File: config.mk
export PLATFORM = sky130hd
export DESIGN_NAME = issue_scoreboard_flat
export DESIGN_NICKNAME = d
export VERILOG_FILES = /design/src/rtl/issue_scoreboard_pkg.sv /design/src/rtl/issue_scoreboard_if.sv /design/src/rtl/issue_scoreboard_busy_table.sv /design/src/rtl/issue_scoreboard.sv /design/src/flat_wrapper.sv
export SDC_FILE = /design/constraint.sdc
export NUM_CORES = 1
export LEC_CHECK = 0
export CAP_MARGIN = 20
export CORE_MARGIN = 1
export CORE_UTILIZATION = 55
export DETAILED_ROUTE_END_ITERATION = 12
export PLACE_DENSITY = 0.86
export REMOVE_ABC_BUFFERS = 1
export SETUP_SLACK_MARGIN = 0.15
export SLEW_MARGIN = 20
export SYNTH_ARGS = -nofsm -noshare
export SYNTH_HDL_FRONTEND = slang
export SYNTH_SLANG_ARGS = --single-unit
File: constraint.sdc
create_clock -name clk -period 11.8 [get_ports clk]
set_input_delay 1.77 -clock clk [delete_from_list [all_inputs] [get_ports clk]]
set_output_delay 1.77 -clock clk [all_outputs]
set_load 0.02 [all_outputs]
File: src/rtl/issue_scoreboard_pkg.sv
// Shared types and constants for the issue scoreboard slice.
// Optional statistics counters are enabled by the SCOREBOARD_STATS_EN macro.
package issue_pkg;

    localparam int REG_ADDR_W = 5;

    typedef logic [REG_ADDR_W-1:0] reg_addr_t;

    localparam reg_addr_t REG_ZERO = '0;

    typedef enum logic [1:0] {
        SCHED_RUN,
        SCHED_STALL,
        SCHED_DRAIN
    } sched_state_t;

endpackage

File: src/rtl/issue_scoreboard_if.sv
// Decode-to-issue handshake plus writeback return path.
// The master side is decode/execute; the slave side is the scoreboard.
interface issue_scoreboard_if;
    import issue_pkg::*;

    logic      dec_valid;
    logic      dec_rd1_en;
    reg_addr_t dec_rd1_addr;
    logic      dec_wr_en;
    reg_addr_t dec_wr_addr;
    logic      issue_ready;
    logic      issue_fire;
    logic      wb_valid;
    reg_addr_t wb_addr;

    modport master (
        output dec_valid, dec_rd1_en, dec_rd1_addr, dec_wr_en, dec_wr_addr,
        output wb_valid, wb_addr,
        input  issue_ready, issue_fire
    );

    modport slave (
        input  dec_valid, dec_rd1_en, dec_rd1_addr, dec_wr_en, dec_wr_addr,
        input  wb_valid, wb_addr,
        output issue_ready, issue_fire
    );

endinterface

File: src/rtl/issue_scoreboard_busy_table.sv
// Pending-write bitmap, one bit per architectural register, x0 held at zero.
// Read ports see the writeback-bypassed view so a retiring register is free this cycle.
module busy_table
    import issue_pkg::*;
#(
    parameter int NUM_REGS = 32
) (
    input  logic                clk,
    input  logic                reset,
    input  logic                set_en_i,
    input  reg_addr_t           set_addr_i,
    input  logic                clr_en_i,
    input  reg_addr_t           clr_addr_i,
    input  reg_addr_t           rd1_addr_i,
    input  reg_addr_t           wr_addr_i,
    output logic                rd1_busy_o,
    output logic                wr_busy_o,
    output logic                clr_hit_o,
    output logic [NUM_REGS-1:0] busy_o
);

    logic [NUM_REGS-1:0] busy_q, busy_d, busy_eff;

    always_comb begin
        // NOTE: every variable gets a default before any conditional update, so no latch is inferred.
        busy_eff = busy_q;
        if (clr_en_i) busy_eff[clr_addr_i] = 1'b0;
        busy_d = busy_eff;
        // Set is applied after clear, so a same-register set and clear resolves to set.
        if (set_en_i) busy_d[set_addr_i] = 1'b1;
        busy_d[REG_ZERO] = 1'b0;
    end

    always_ff @(posedge clk) begin
        // NOTE: sequential state uses non-blocking assignments so all flops update together.
        if (reset) busy_q <= '0;
        else       busy_q <= busy_d;
    end

    assign rd1_busy_o = busy_eff[rd1_addr_i];
    assign wr_busy_o  = busy_eff[wr_addr_i];
    assign clr_hit_o  = busy_q[clr_addr_i];
    assign busy_o     = busy_q;

endmodule

File: src/rtl/issue_scoreboard.sv
// Issue controller: RAW/WAW hazard stall, in-flight cap and flush drain sequencing.
// Define SCOREBOARD_STATS_EN to add the stall_cycles/raw_stalls counters.
module issue_scoreboard
    import issue_pkg::*;
#(
    parameter int NUM_REGS     = 32,
    parameter int MAX_INFLIGHT = 4,
    parameter int CNT_W        = 4
) (
    input  logic                clk,
    input  logic                reset,
    issue_scoreboard_if.slave   bus,
    input  logic                flush_req,
    output logic                flush_done,
    output logic [NUM_REGS-1:0] busy_vec,
    output logic [CNT_W-1:0]    inflight,
    output logic                wb_err
`ifdef SCOREBOARD_STATS_EN
    ,
    output logic [31:0]         stall_cycles,
    output logic [15:0]         raw_stalls
`endif
);

    sched_state_t     state_q;
    logic [CNT_W-1:0] inflight_q;
    logic             wb_err_q, flush_done_q;
    logic             rd1_busy, wr_busy, wb_hit;
    logic             raw, waw, full, flush_go, ready, fire;
    logic             wb_unowned, wb_underflow;

    busy_table #(.NUM_REGS(NUM_REGS)) u_busy (
        .clk        (clk),
        .reset      (reset),
        .set_en_i   (fire && bus.dec_wr_en && bus.dec_wr_addr != REG_ZERO),
        .set_addr_i (bus.dec_wr_addr),
        .clr_en_i   (bus.wb_valid && bus.wb_addr != REG_ZERO),
        .clr_addr_i (bus.wb_addr),
        .rd1_addr_i (bus.dec_rd1_addr),
        .wr_addr_i  (bus.dec_wr_addr),
        .rd1_busy_o (rd1_busy),
        .wr_busy_o  (wr_busy),
        .clr_hit_o  (wb_hit),
        .busy_o     (busy_vec)
    );

    assign raw  = bus.dec_rd1_en && bus.dec_rd1_addr != REG_ZERO && rd1_busy;
    assign waw  = bus.dec_wr_en  && bus.dec_wr_addr  != REG_ZERO && wr_busy;
    assign full = (inflight_q == CNT_W'(MAX_INFLIGHT)) && !bus.wb_valid;

    // The flush_done cycle still sees flush_req high; it must not re-enter drain.
    assign flush_go = flush_req && !flush_done_q;

    assign ready = (state_q != SCHED_DRAIN) && !flush_go && !raw && !waw && !full && !reset;
    assign fire  = bus.dec_valid && ready;

    assign wb_unowned   = bus.wb_valid && bus.wb_addr != REG_ZERO && !wb_hit;
    assign wb_underflow = bus.wb_valid && !fire && inflight_q == '0;

    always_ff @(posedge clk) begin
        if (reset) begin
            state_q      <= SCHED_RUN;
            inflight_q   <= '0;
            wb_err_q     <= 1'b0;
            flush_done_q <= 1'b0;
        end else begin
            flush_done_q <= 1'b0;
            wb_err_q     <= wb_err_q || wb_unowned || wb_underflow;

            if (fire && !bus.wb_valid)                        inflight_q <= inflight_q + 1'b1;
            else if (!fire && bus.wb_valid && inflight_q != '0) inflight_q <= inflight_q - 1'b1;

            unique case (state_q)
                SCHED_RUN: begin
                    if (flush_go)                   state_q <= SCHED_DRAIN;
                    else if (bus.dec_valid && !ready) state_q <= SCHED_STALL;
                end
                SCHED_STALL: begin
                    if (flush_go)                   state_q <= SCHED_DRAIN;
                    else if (fire || !bus.dec_valid) state_q <= SCHED_RUN;
                end
                SCHED_DRAIN: begin
                    if (inflight_q == '0 && !bus.wb_valid) begin
                        state_q      <= SCHED_RUN;
                        flush_done_q <= 1'b1;
                    end
                end
                default: state_q <= SCHED_RUN;
            endcase
        end
    end

    assign bus.issue_ready = ready;
    assign bus.issue_fire  = fire;
    assign inflight        = inflight_q;
    assign wb_err          = wb_err_q;
    assign flush_done      = flush_done_q;

`ifdef SCOREBOARD_STATS_EN
    logic [31:0] stall_q;
    logic [15:0] raw_q;

    always_ff @(posedge clk) begin
        if (reset) begin
            stall_q <= '0;
            raw_q   <= '0;
        end else begin
            if (bus.dec_valid && !ready && stall_q != '1) stall_q <= stall_q + 1'b1;
            if (raw && raw_q != '1)                       raw_q   <= raw_q + 1'b1;
        end
    end

    assign stall_cycles = stall_q;
    assign raw_stalls   = raw_q;
`endif

endmodule
File: src/flat_wrapper.sv
// flat-port wrapper written by rule: the top's interface ports become plain ports
module issue_scoreboard_flat import issue_pkg::*;
#(
    parameter int NUM_REGS     = 32,
    parameter int MAX_INFLIGHT = 4,
    parameter int CNT_W        = 4
)
  (clk, reset, flush_req, flush_done, busy_vec, inflight, wb_err, bus_dec_valid, bus_dec_rd1_en, bus_dec_rd1_addr, bus_dec_wr_en, bus_dec_wr_addr, bus_wb_valid, bus_wb_addr, bus_issue_ready, bus_issue_fire);
  issue_scoreboard_if bus_i ();
  input  logic clk;
  input  logic reset;
  input  logic flush_req;
  output logic flush_done;
  output logic [NUM_REGS-1:0] busy_vec;
  output logic [CNT_W-1:0] inflight;
  output logic wb_err;
  input wire logic [$bits(bus_i.dec_valid)-1:0] bus_dec_valid;
  input wire logic [$bits(bus_i.dec_rd1_en)-1:0] bus_dec_rd1_en;
  input wire logic [$bits(bus_i.dec_rd1_addr)-1:0] bus_dec_rd1_addr;
  input wire logic [$bits(bus_i.dec_wr_en)-1:0] bus_dec_wr_en;
  input wire logic [$bits(bus_i.dec_wr_addr)-1:0] bus_dec_wr_addr;
  input wire logic [$bits(bus_i.wb_valid)-1:0] bus_wb_valid;
  input wire logic [$bits(bus_i.wb_addr)-1:0] bus_wb_addr;
  output wire logic [$bits(bus_i.issue_ready)-1:0] bus_issue_ready;
  output wire logic [$bits(bus_i.issue_fire)-1:0] bus_issue_fire;
  assign bus_i.dec_valid = bus_dec_valid;
  assign bus_i.dec_rd1_en = bus_dec_rd1_en;
  assign bus_i.dec_rd1_addr = bus_dec_rd1_addr;
  assign bus_i.dec_wr_en = bus_dec_wr_en;
  assign bus_i.dec_wr_addr = bus_dec_wr_addr;
  assign bus_i.wb_valid = bus_wb_valid;
  assign bus_i.wb_addr = bus_wb_addr;
  assign bus_issue_ready = bus_i.issue_ready;
  assign bus_issue_fire = bus_i.issue_fire;
  issue_scoreboard #(.NUM_REGS(NUM_REGS), .MAX_INFLIGHT(MAX_INFLIGHT), .CNT_W(CNT_W)) u_core (.clk(clk), .reset(reset), .bus(bus_i), .flush_req(flush_req), .flush_done(flush_done), .busy_vec(busy_vec), .inflight(inflight), .wb_err(wb_err));
endmodule
* After elaboration in Yosys (flattened, before gate mapping)
Index checks and enable logic that the tools add are counted.
** Storage, ports and cells
- Flip-flop bits (word level) :: 40
- Input bits :: 22
- Output and inout bits :: 40
- Logic and storage cells :: 92
** Cells by class
- Add/sub/neg operators :: 2
- Magnitude comparators :: 5
- Eq/ne operators :: 7
- Mux-type cells :: 21
- Bitwise gates (word level) :: 4
- Reduce and logical (&&, ||, !) cells :: 47
** Operators by type and width (number)
- 32-bit 2-to-1 mux :: 2
- 32-bit bitwise AND :: 1
- 32-bit inverter :: 1
- 32-bit OR :: 1
- 1-bit logical AND :: 24
- 5-bit by 6-bit less-than comparator with 1-bit output, second input constant :: 3
- 1-bit binary-select mux with 5-bit select :: 3
- 5-bit nonzero test :: 3
- 1-bit logical NOT :: 11
- 1-bit demux with 5-bit select :: 2
- 5-bit by 1-bit greater-or-equal comparator with 1-bit output, second input constant :: 2
- 2-bit 2-to-1 mux :: 5
- 4-bit 2-to-1 mux :: 2
- 1-bit 2-to-1 mux :: 6
- 3-bit by 1-bit inequality test with 1-bit output, second input constant :: 2
- 2-bit one-hot mux with 3 select lines :: 1
- 4-bit by 1-bit adder with 4-bit output, second input constant :: 1
- 4-bit by 3-bit == test with 1-bit output, second input constant :: 1
- 4-bit logical NOT :: 1
- 4-bit nonzero test :: 1
- 4-bit by 1-bit subtractor with 4-bit output, second input constant :: 1
- 1-bit logical OR :: 3
- 3-bit AND reduction :: 1
- 2-bit by 1-bit == test with 1-bit output, second input constant :: 1
- 7 further kinds :: 7

* Longest topological paths before layout
- Depth after elaboration :: 21
- Mapped depth :: 15
- Gate-level depth less buffers :: 13

* Hierarchy
From an unflattened synthesis, not the netlist that was laid out.
** Second synthesis, totals
- Cell total of the unflattened synthesis :: 327
- Area total of the unflattened synthesis :: 2748.9 um2
** Modules (own cells, without submodules)
- busy_table :: instances 1, cells each 258, area each 2097.0 um2, seq. area each 620.6 um2
- issue_scoreboard :: instances 1, cells each 69, area each 651.9 um2, seq. area each 160.2 um2

* Worst setup path before layout
Ideal clock, no wire load.
- Kind :: in2out
- From :: input bus_wb_addr[3]
- To :: output bus_issue_fire
- Data arrival time :: 3.751 ns
- Data required time :: 10.030 ns
- Slack :: 6.279 ns
- Stages :: 9
- Buffers on the path :: 1
- Cells stage by stage :: buf_2 > or4b_4 > o21ai_1 > o21ai_1 > nor4_2 > o31ai_1 > a32oi_4 > nand2_4 > inv_1
** Between the ends
- Word-level cells in the longest chain between the ends :: 16
- Elaborated cells on any way between the ends :: 23
- Classes of those cells :: order compare: 2; mux: 7; bitwise: 2; reduce/logical: 12
** RTL lines
- start: declaration :: RTL line flat_wrapper.sv:23 : input wire logic [$bits(bus_i.wb_addr)-1:0] bus_wb_addr;
- 5-bit by 6-bit less-than comparator with 1-bit output (not written as such) / 5-bit by 1-bit greater-or-equal comparator with 1-bit output (equally long branches) :: RTL line issue_scoreboard_busy_table.sv:27 : if (clr_en_i) busy_eff[clr_addr_i] = 1'b0;
- 1-bit logical AND (not written as such) :: RTL line issue_scoreboard_busy_table.sv:27
- 1-bit 2-to-1 mux (not written as such) :: RTL line issue_scoreboard_busy_table.sv:27
- 1-bit demux with 5-bit select :: RTL line issue_scoreboard_busy_table.sv:27
- 32-bit inverter (no line)
- 32-bit bitwise AND (no line)
- 32-bit 2-to-1 mux * :: RTL line issue_scoreboard_busy_table.sv:27
- 1-bit binary-select mux with 5-bit select :: RTL line issue_scoreboard_busy_table.sv:40 : assign rd1_busy_o = busy_eff[rd1_addr_i];
- 1-bit 2-to-1 mux (not written as such) :: RTL line issue_scoreboard_busy_table.sv:40
- 1-bit logical AND :: RTL line issue_scoreboard.sv:47 : assign raw = bus.dec_rd1_en && bus.dec_rd1_addr != REG_ZERO && rd1_busy;
- 1-bit logical NOT :: RTL line issue_scoreboard.sv:54 : assign ready = (state_q != SCHED_DRAIN) && !flush_go && !raw && !waw && !full && !reset;
- 1-bit logical AND :: RTL line issue_scoreboard.sv:54
- 1-bit logical AND * (3 in series) :: RTL line issue_scoreboard.sv:54
- net bus_issue_ready :: RTL line flat_wrapper.sv:24 : output wire logic [$bits(bus_i.issue_ready)-1:0] bus_issue_ready;
- 1-bit logical AND * :: RTL line issue_scoreboard.sv:55 : assign fire = bus.dec_valid && ready;
- end: declaration :: RTL line flat_wrapper.sv:25 : output wire logic [$bits(bus_i.issue_fire)-1:0] bus_issue_fire;
The timed path passes the listed nets; every way through them passes the cells marked *. The select of a mux whose other input is x is not followed.

* Final worst setup path
- From :: input bus_wb_valid
- To :: output bus_issue_fire
** Between the ends
- Word-level cells in the longest chain between the ends :: 11
- Elaborated cells on any way between the ends :: 18
- Classes of those cells :: mux: 5; reduce/logical: 13
** RTL lines
- start: declaration :: RTL line flat_wrapper.sv:22 : input wire logic [$bits(bus_i.wb_valid)-1:0] bus_wb_valid;
- 1-bit logical AND :: RTL line issue_scoreboard.sv:37 : .clr_en_i (bus.wb_valid && bus.wb_addr != REG_ZERO),
- 32-bit 2-to-1 mux :: RTL line issue_scoreboard_busy_table.sv:27
- 1-bit binary-select mux with 5-bit select :: RTL line issue_scoreboard_busy_table.sv:40
- 1-bit 2-to-1 mux (not written as such) :: RTL line issue_scoreboard_busy_table.sv:40
- 1-bit logical AND :: RTL line issue_scoreboard.sv:47
- 1-bit logical NOT :: RTL line issue_scoreboard.sv:54
- 1-bit logical AND (2 in series) :: RTL line issue_scoreboard.sv:54
- 1-bit logical AND * (2 in series) :: RTL line issue_scoreboard.sv:54
- 1-bit logical AND * :: RTL line issue_scoreboard.sv:55
Mark *: on every way between the ends. The rest lies on a longest branch, timed or not. The select of a mux whose other input is x is not followed.

==> flow_summary.yaml <==
grt:
  grt_overflow: 0
  antenna_found_initial: 0
  grt_pass1_wl_mm: 14.86
  grt_pass1_vias: 2806
  grt_use_total_pct: 37.55
  grtUsageMet2_pct: 60.49
  use_met3_pct: 8.368
  met1_usage_pct: 46.79
  grt_busiest_layer: "met2"
  grt_max_degree: 44
clocking:
  cts_max_level: 2
  cts.sinks: 39
  hold_buffers: 0
  root_buffer: "clkbuf_8"
  cts_tree: "done"
  cts_setup_buffers: 0
  cts_max_path_buffers: 2
  cts_resized: 0
  clock_latency_ns: 0.30
  path_clk_slew_ns: 0.08
  cts_buffers: 5
critical_path:
  crit_path_max_fanout: 19
  critPathMaxStageDelay_ns: 0.96
  start_kind: "input port"
  crit_top_cell: "clkdlybuf4s50_1"
  cp.depth: 10
  crit_chain: "clkdlybuf4s50_1 > nor2b_1 > a2111oi_0 > o211ai_1 > nor4_1 > o2111ai_1 > a32oi_4 > nand2_4 > inv_1 > clkdlybuf4s50_1"
  reg2reg_depth: 13
  critPathTopFamily: "compound AO/OA/AOI/OAI gates"
  required_ns: 10.03
  crit_arrival_ns: 5.81
  slowest_stage: "clkdlybuf4s50_1"
  path_buf_inv: 3
  criticalPathCategory: "in -> out"
  cp-end-kind: "output port"
placed_design:
  port_buffers: 60
  placed_cells: 423
  place_area_um2: 3351
  dp_slack_ns: 4.400
  dpl.hpwl_mm: 7.087
  gp_congestion: 0.9831
detailed_routing:
  via_per_inst: 7.044
  antenna_left: 0
  route.detailed.drc: 0
  wl_per_cell_um: 22.87
  firstDrtPassIters: 7
  vias: 3036
  drt_iter0_drc: 364
  finalWirelength_mm: 9.857
sta:
  final_max_slew_viol_count: 0
  period_minus_slack_ns: 7.580
  clock.fmax_mhz: 131.9
  rsz0062_at_grt: "no"
  final-hold-violation-count: 0
  setup_violations: 0
  fin_crit_sh_pct: 64.24
  maxSlewHeadroom_pct: 37.48
  fin_skew_ns: 0.009598
  tns_ns: 0
  hold_slack_ns: 0.4711
  setup_ws_ns: 4.220
  worstMarginPinSlew_ns: 0.9142
finish:
  nets: 388
  stdcell_count: 431
  final_area_um2: 3432
  drive_gt1_share_pct: 9.066
  antennaDiodeCount: 0
  area_delta_synth_final_pct: 22.56
  utilization_pct: 71.25
pwr:
  power.total_uw: 355.0
  power.leakage_nw: 1.103
  irDropWorstVdd_v: 0.00007444
  power.density_nw_per_um2: 103.4
logic_synthesis:
  synthCells: 322
  synthTopCellsByArea: "dfxtp_1 28%, mux4_2 10%, o22ai_1 6.3%"
  yosysMostFrequentCell: "dfxtp_1"
  ys_seq_area_share_pct: 27.88
  yosysTopAreaCell: "dfxtp_1"
  synth_edf_count: 0
  avgSynthCellArea_um2: 8.696
  synth_area_um2: 2800
  synth_cell_types: 67
  synth-async-reset-ratio_pct: 0
  netlist.area_leader.share_pct: 27.88
  synth-seq-cells: 39
  yosys_warnings: 0
  ys.flop_type: "dfxtp_1"
  ys_top_cells_by_count: "39 x dfxtp_1, 28 x o22ai_1, 26 x nand2_1, 19 x o21ai_1, 16 x o21ai_0"
die:
  die_w_um: 73.35
  die_h_um: 73.35
  num_rows: 25
  core-area_um2: 4817
  ios: 62
  dieArea_um2: 5380
  start_util_pct: 58.13
outcome:
  status: "finished clean"
hold_path:
  whs_path_depth: 2
  worst_hold_path_type: "reg -> reg"
run:
  cap_violations: 0
tightest hold or removal path: stages (launching register included):
cell and delay [ns]:
dfxtp_1 0.32, inv_1 0.05, a21oi_1 0.05
cells in the final DEF, fill, tap and decap left out, types with 9 or more instances in the layout:
| master | n |
|---|---|
| a21oi_1 | 10 |
| mux2i_1 | 9 |
| nor2b_1 | 10 |
| o22ai_1 | 28 |
| clkdlybuf4s50_1 | 60 |
| mux4_2 | 13 |
| nand2_1 | 26 |
| o21ai_0 | 16 |
| o21ai_1 | 19 |
| nor2_1 | 13 |
| dfxtp_1 | 39 |
registers in the layout, summed over array words and instances, names as in the netlist:
name,flops
u_core.state_q,2
u_core.inflight,4
u_core.u_busy.busy_o,31
u_core.wb_err,1
u_core.flush_done,1
area by class of cell:
cell class	instances	area, um^2
Tap cell	67	83.83
Fill cell	399	1385
Timing Repair Buffer	61	608.1
Clock inverter	1	5.005
Multi-Input combinational cell	247	1844
Inverter	9	33.78
Sequential cell	39	780.7
Clock buffer	7	76.32
worst paths after layout:
kind	start	to	slack [ns]
setup / recovery	bus_wb_valid	bus_issue_fire	4.22
hold / removal	u_core.wb_err	u_core.wb_err	0.47
setup reg to reg	u_core.inflight[0]	u_core.inflight[3]	7.34
hold reg to reg	u_core.wb_err	u_core.wb_err	0.47
where the power goes:
group	switching [mW]	internal, mW	total (mW)
combinational	0.0681	0.0498	0.118
clock	0.0486	0.0416	0.0902
sequential	0.00864	0.138	0.147
logic make-up after synthesis:
group	share of synthesized area, %
buf+inv	6.255
simple gates	21.94
fa+ha+maj	1.608
mux	14.08
compound gates	27.48
xor+xnor	0.6257
other cells	0.1339
flops	27.88
layer usage:
metal  vias to the layer above  share of wire [%]
met4                         0                4.7
met3                        43                 12
met1                      1408                 38
met2                       247                 45
li1                       1338                  -
met5                         -                  0
(Power assumes the default switching activity.)
